File: config.mk
export PLATFORM = sky130hd
export DESIGN_NAME = ysyx_22050710_axil_arbiter
export DESIGN_NICKNAME = d
export VERILOG_FILES = /design/src/rtl/ysyx_22050710_axil_arbiter.sv
export SDC_FILE = /design/constraint.sdc
export NUM_CORES = 1
export LEC_CHECK = 0
export CORE_AREA = 2 2 177 179
export CTS_CLUSTER_DIAMETER = 200
export DETAILED_ROUTE_END_ITERATION = 12
export DIE_AREA = 0 0 179 181
export RECOVER_POWER = 100
export SYNTH_ARGS = -nofsm -noshare
export SYNTH_HDL_FRONTEND = slang
export SYNTH_SLANG_ARGS = --single-unit
File: constraint.sdc
create_clock -name i_aclk -period 2 [get_ports i_aclk]
set_clock_uncertainty 0.1 [all_clocks]
set_input_delay 0.2 -clock i_aclk [delete_from_list [all_inputs] [get_ports i_aclk]]
set_output_delay 0.2 -clock i_aclk [all_outputs]
set_load 0.05 [all_outputs]
File: src/rtl/ysyx_22050710_axil_arbiter.sv
// Two-port round-robin arbiter sharing one AXI-lite master between instruction fetch and load/store.
// Request fields are captured at grant so the downstream transaction is immune to requester changes.
module ysyx_22050710_axil_arbiter #(
    parameter int unsigned DATA_WIDTH = 64,
    parameter int unsigned ADDR_WIDTH = 32,
    parameter int unsigned STRB_WIDTH = DATA_WIDTH / 8
) (
    input  logic                  i_aclk,
    input  logic                  i_arsetn,

    input  logic                  i_if_valid,
    input  logic [ADDR_WIDTH-1:0] i_if_addr,
    output logic                  o_if_addr_ok,
    output logic                  o_if_data_ok,
    output logic [DATA_WIDTH-1:0] o_if_rdata,

    input  logic                  i_mem_valid,
    input  logic                  i_mem_ren,
    input  logic                  i_mem_wen,
    input  logic [ADDR_WIDTH-1:0] i_mem_addr,
    input  logic [DATA_WIDTH-1:0] i_mem_wdata,
    input  logic [STRB_WIDTH-1:0] i_mem_size,
    output logic                  o_mem_addr_ok,
    output logic                  o_mem_data_ok,
    output logic [DATA_WIDTH-1:0] o_mem_rdata,

    output logic                  o_rw_valid,
    output logic                  o_rw_ren,
    output logic                  o_rw_wen,
    output logic [ADDR_WIDTH-1:0] o_rw_addr,
    output logic [DATA_WIDTH-1:0] o_rw_w_data,
    output logic [STRB_WIDTH-1:0] o_rw_size,
    input  logic                  i_rw_addr_ok,
    input  logic                  i_rw_data_ok,
    input  logic [DATA_WIDTH-1:0] i_data_read,

    output logic [1:0]            o_grant
);

    typedef enum logic [1:0] {
        S_IDLE = 2'd0,
        S_ADDR = 2'd1,
        S_DATA = 2'd2
    } state_t;

    localparam logic OWN_IF  = 1'b0;
    localparam logic OWN_MEM = 1'b1;

    state_t state;
    logic   owner;
    logic   last_owner;

    logic if_req_c;
    logic mem_req_c;
    logic pick_mem_c;
    logic addr_hs_c;
    logic data_hs_c;

    // A load/store request with neither direction set is not a real request.
    assign if_req_c   = i_if_valid;
    assign mem_req_c  = i_mem_valid & (i_mem_ren | i_mem_wen);
    assign pick_mem_c = mem_req_c & (~if_req_c | (last_owner == OWN_IF));

    // Handshakes only count while a transaction is in flight.
    assign addr_hs_c = (state == S_ADDR) & i_rw_addr_ok;
    assign data_hs_c = ((state == S_DATA) & i_rw_data_ok)
                     | ((state == S_ADDR) & i_rw_addr_ok & i_rw_data_ok);

    // Arbitration, request capture and transaction sequencing.
    always_ff @(posedge i_aclk or negedge i_arsetn) begin
        if (!i_arsetn) begin
            state       <= S_IDLE;
            owner       <= OWN_IF;
            last_owner  <= OWN_MEM;
            o_rw_addr   <= '0;
            o_rw_w_data <= '0;
            o_rw_size   <= '0;
            o_rw_ren    <= 1'b0;
            o_rw_wen    <= 1'b0;
        end else begin
            unique case (state)
                S_IDLE: begin
                    if (if_req_c | mem_req_c) begin
                        state <= S_ADDR;
                        if (pick_mem_c) begin
                            owner       <= OWN_MEM;
                            o_rw_addr   <= i_mem_addr;
                            o_rw_w_data <= i_mem_wdata;
                            o_rw_size   <= i_mem_size;
                            o_rw_ren    <= i_mem_ren;
                            o_rw_wen    <= i_mem_wen & ~i_mem_ren;
                        end else begin
                            owner       <= OWN_IF;
                            o_rw_addr   <= i_if_addr;
                            o_rw_w_data <= '0;
                            o_rw_size   <= '0;
                            o_rw_ren    <= 1'b1;
                            o_rw_wen    <= 1'b0;
                        end
                    end
                end
                S_ADDR: begin
                    if (i_rw_addr_ok) begin
                        if (i_rw_data_ok) begin
                            last_owner <= owner;
                            state      <= S_IDLE;
                        end else begin
                            state <= S_DATA;
                        end
                    end
                end
                S_DATA: begin
                    if (i_rw_data_ok) begin
                        last_owner <= owner;
                        state      <= S_IDLE;
                    end
                end
                default: state <= S_IDLE;
            endcase
        end
    end

    assign o_rw_valid = (state == S_ADDR);
    assign o_grant    = (state == S_IDLE) ? 2'b00 :
                        (owner == OWN_MEM) ? 2'b10 : 2'b01;

    assign o_if_addr_ok  = addr_hs_c & (owner == OWN_IF);
    assign o_if_data_ok  = data_hs_c & (owner == OWN_IF);
    assign o_mem_addr_ok = addr_hs_c & (owner == OWN_MEM);
    assign o_mem_data_ok = data_hs_c & (owner == OWN_MEM);

    // Read data is broadcast; consumers qualify it with their data_ok.
    assign o_if_rdata  = i_data_read;
    assign o_mem_rdata = i_data_read;

endmodule
== Yosys cells after proc, flatten, opt, wreduce, memory -nomap -nowiden ==
Cells that the tools add are included.
Widths: inputs -> output; s select.
Operators by class
  mux-type cells: 16
  bitwise gates (word level): 18
  reduce and logical (&&, ||, !) cells: 5
  equal/unequal tests: 5
Operators by type and width (number)
  $mux 64: 1
  $mux 32: 1
  $mux 2: 6
  $and 1x1->1: 10
  $mux 8: 1
  $pmux 2 s3: 1
  $mux 1: 5
  $ne 2x2->1 const B: 2
  $not 1->1: 4
  $or 1x1->1: 4
  $reduce_and 2->1: 2
  $reduce_and 3->1: 1
  $eq 2x1->1 const B: 1
  $eq 2x2->1 const B: 1
  $logic_not 2->1: 1
  $ne 2x1->1 const B: 1
  $pmux 1 s2: 1
  $reduce_bool 2->1: 1
Word-level totals
  bits in registers: 110
  word-level logic and storage cells: 52

== Depth between registers and ports, before layout ==
  depth in word-level cells: 5
  depth in mapped cells: 6

== Worst setup path before layout ==
OpenSTA, ideal clock, no wires.
  path kind: register to output
  from: reg state[1]
  to: out o_if_addr_ok
  path slack: -0.283 ns
  buffers on the path: 0
  data required time: 1.700 ns
  cell stages (with the launch flop): 4
  data arrival time: 1.983 ns
  cells stage by stage: dfrtp_1 > nor2b_1 > nand2_1 > nor2_1
On the way
  word-level cells in the longest chain between the ends: 3
RTL lines
  start: declaration: line 49  | state_t state;
  start signal: assignment: line 72  | state <= S_IDLE;
  start signal: assignment: line 84  | state <= S_ADDR;
  start signal: assignment: line 106  | state <= S_IDLE;
  $eq 2x1->1
  via o_rw_valid: line 27  | output logic o_rw_valid,
  $and 1x1->1: line 65  | assign addr_hs_c = (state == S_ADDR) & i_rw_addr_ok;
  $and 1x1->1: line 127  | assign o_if_addr_ok = addr_hs_c & (owner == OWN_IF);
  end: declaration: line 13  | output logic o_if_addr_ok,
The timed path passes the listed nets, and every way through them passes these cells.

== Worst setup path in the final report ==
  from: reg o_rw_addr[24]
  to: out o_rw_addr[24]
RTL lines
  start: declaration: line 30  | output logic [ADDR_WIDTH-1:0] o_rw_addr,
  start signal: assignment: line 87  | o_rw_addr <= i_mem_addr;
  start signal: assignment: line 94  | o_rw_addr <= i_if_addr;
No word-level cell between the ends.

==> impl_metrics.csv <==
group,metric,value,unit
pwr,power_density,1840,mW/mm2
clock_network,cts_tree,"yes",
timing,finalCritPeriodShare,0.960,
clock_network,cts_sinks,110,
floorplan,start_util,0.186,
critical_path,path_cells,"dlygate4sd3_1",
pwr,intPower,7100,uW
placement,portBuffers,256,
global_route,grt_pass1_vias,4605,
critical_path,worstSetupStartpointType,"flop",
logic_synthesis,yosys-top-cells-area,"dfrtp_1 48%, buf_4 17%, a22o_1 11%",
logic_synthesis,syn_nets,722,
placement,place_area,0.00785,mm2
placement,place_congestion,0.722,
placement,place_hpwl,15.0,mm
timing,fmax,521,MHz
timing,finalSetupTns,0,ns
pwr,clkPwrFrac,0.130,
clock_network,clk_pin_slew,0.08,ns
timing,worst_pin_slew,1.18,ns
logic_synthesis,synthFlopType,"dfrtp_1",
logic_synthesis,seq_area_frac_synth,0.488,
pwr,p_leak,0.00326,uW
drt,wl,19.9,mm
logic_synthesis,ys_seq_elements,110,
logic_synthesis,postSynthCellCount,514,
logic_synthesis,synth_top_area_share,0.483,
floorplan,die_area,0.0324,mm2
floorplan,pin_count,449,
clock_network,cts_buffers,9,
critical_path,critPathArrivalTime,1.62,ns
clock_network,cts_buffer_depth,2,
logic_synthesis,synth-async-reset-ratio,1.00,
finish,drive_gt1_frac,0.130,
finish,area_delta_synth_final,42.5,%
global_route,grt_use_total,0.119,
logic_synthesis,synth_cell_types,26,
drt,ant_nets,0,
timing,setup_viol,0,
timing,hold_viol,0,
clock_network,insertion_delay,0.35,ns
logic_synthesis,synth-edff-count,0,
floorplan,row_count,64,
critical_path,end_kind,"primary output",
pwr,ir_worst_vdd,462,uV
timing,slew_headroom,0.212,
floorplan,die_h,181,um
drt,drc,0,
global_route,grt_pass1_wl,28.8,mm
timing,grt_setup_unrepaired,"no",
drt,first_iter_violations,146,
drt,drtPass1Iterations,4,
hold_path,hp-class,"primary input to primary output",
pwr,p_seq_frac,0.264,
finish,fin_area,0.00804,mm2
global_route,grt_max_degree,65,
logic_synthesis,syn-cell-area,0.00564,mm2
critical_path,crit_family,"buffers and inverters",
clock_network,clockRootBuffer,"clkbuf_16",
timing,slew_violations,0,
pwr,p_sw,7690,uW
global_route,antenna_found_initial,2,
pwr,swShare,0.520,
critical_path,critPathMaxFanout,2,
critical_path,slowest_stage,"dlygate4sd3_1",
logic_synthesis,synth_area_per_cell,11.0,um2
run,drv_cap,0,
critical_path,path_class,"flop to primary output",
critical_path,cp_num_buf_inv,1,
drt,wl_per_cell,19.2,um
pwr,combPwrFrac,0.605,
run_status,outcome,"finished, final reports clean",
logic_synthesis,synth_warnings,0,
timing,finalCriticalPeriod,1.92,ns
drt,routed-via-count,4382,
clock_network,cts.htree.levels,3,
logic_synthesis,synth_top_area_cell,"dfrtp_1",
global_route,gr-total-overflow,0,
critical_path,required,1.70,ns
drt,vias_per_cell,4.23,
clock_network,cts_setup_buffers,0,
finish,finish.net_count,843,
floorplan,fp.dieW,179,um
critical_path,rrSetupSlack,0.37,ns
critical_path,crit_path_max_incr_delay,0.90,ns
floorplan,design.core.area,0.0303,mm2
[sequential cells by signal (all words and copies together), names as in the netlist]
| register | cells |
|---|---|
| o_rw_wen | 1 |
| o_rw_addr | 32 |
| last_owner | 1 |
| owner | 1 |
| o_rw_w_data | 64 |
| o_rw_ren | 1 |
| o_rw_size | 8 |
| state | 2 |
[cell usage after synthesis, drive strengths merged (2+ instances only)]
cell and n:
o21ai 37, dfrtp 109, nand3 33, nand2 2, and3 2, nor2 9
a22o 72, buf 151, a31oi 64, clkbuf 22, inv 2, nor2b 2
[through the flow]
step,power (uW),setup WS (ns),utilization,instances,hold WS [ns]
floorplan,10500,0.0197,-,514,-0.196
global route,15600,0.0277,0.265,1037,0.300
detailed placement,13500,0.0268,0.259,1019,0.113
finish,14800,0.0800,0.265,1037,0.300
CTS,15600,0.00574,0.270,1036,0.286
global placement,13400,0.0869,0.259,1019,0.112
[per-layer routing]
layer	part of all wire	wire, um	vias up	track usage
met5	0.00060	12	-	0
met4	0.039	777	2	0.0559
met3	0.096	1920	73	0.0400
met2	0.47	9360	250	0.200
met1	0.39	7830	2070	0.134
li1	-	-	1987	-
[path summary, 6_finish.rpt]
check | startpoint | depth (start not counted) | to
setup / recovery | o_rw_addr[24] | 1 | o_rw_addr[24]
hold / removal | i_data_read[43] | 0 | o_if_rdata[43]
setup reg to reg | state[1] | 4 | o_rw_w_data[47]
hold reg to reg | o_rw_wen | 1 | o_rw_wen
max in group asynchronous | i_arsetn | 3 | o_rw_addr[20]
min in group asynchronous | i_arsetn | 3 | o_rw_w_data[24]
[power groups by stage]
| stage | Clock, uW | Sequential, uW | Combinational, uW |
|---|---|---|---|
| 2_1_floorplan | 0 | 7650 | 2890 |
| 3_3_place_gp | 0 | 3980 | 9460 |
| 3_5_place_dp | 0 | 4010 | 9520 |
| 4_1_cts | 2040 | 3970 | 9550 |
| 5_1_grt | 2120 | 4080 | 9400 |
| 6_report | 1930 | 3910 | 8960 |
[cells in the final DEF, fill, tap and decap left out, drive strengths merged, types with 3 or more instances in the layout]
cell / count
inv: 6
clkbuf: 35
nand3: 33
clkdlybuf4s50: 168
clkinv: 3
dfrtp: 109
buf: 21
a22o: 72
a31oi: 64
nor2: 9
dlygate4sd3: 68
o21ai: 37
[area by class of cell]
cell class | count | area (um2)
diodes | 1 | 2.50
multi-input cells | 229 | 1720
clock buffers | 9 | 225
well taps | 396 | 495
fillers | 3201 | 22300
inverters | 2 | 7.51
repair buffers | 283 | 2740
flip-flops and latches | 110 | 2750
clock inverters | 7 | 96.3
[cell families (layout without fill, tap and decap cells)]
| logic type | Yosys count | after routing | synth area share |
|---|---|---|---|
| compound gates | 176 | 176 | 0.253 |
| buf+inv | 175 | 301 | 0.211 |
| other cells | 0 | 1 | 0 |
| flops | 110 | 110 | 0.488 |
| mux | 1 | 1 | 0.00200 |
| simple gates | 52 | 52 | 0.0459 |
[repair_timing]
action	CTS	global route
endpoints found under the hold margin	110	0
hold buffers	1	0
gates resized for setup	0	1
setup endpoints to repair	0	2
Power figures use the tool's default switching activity.
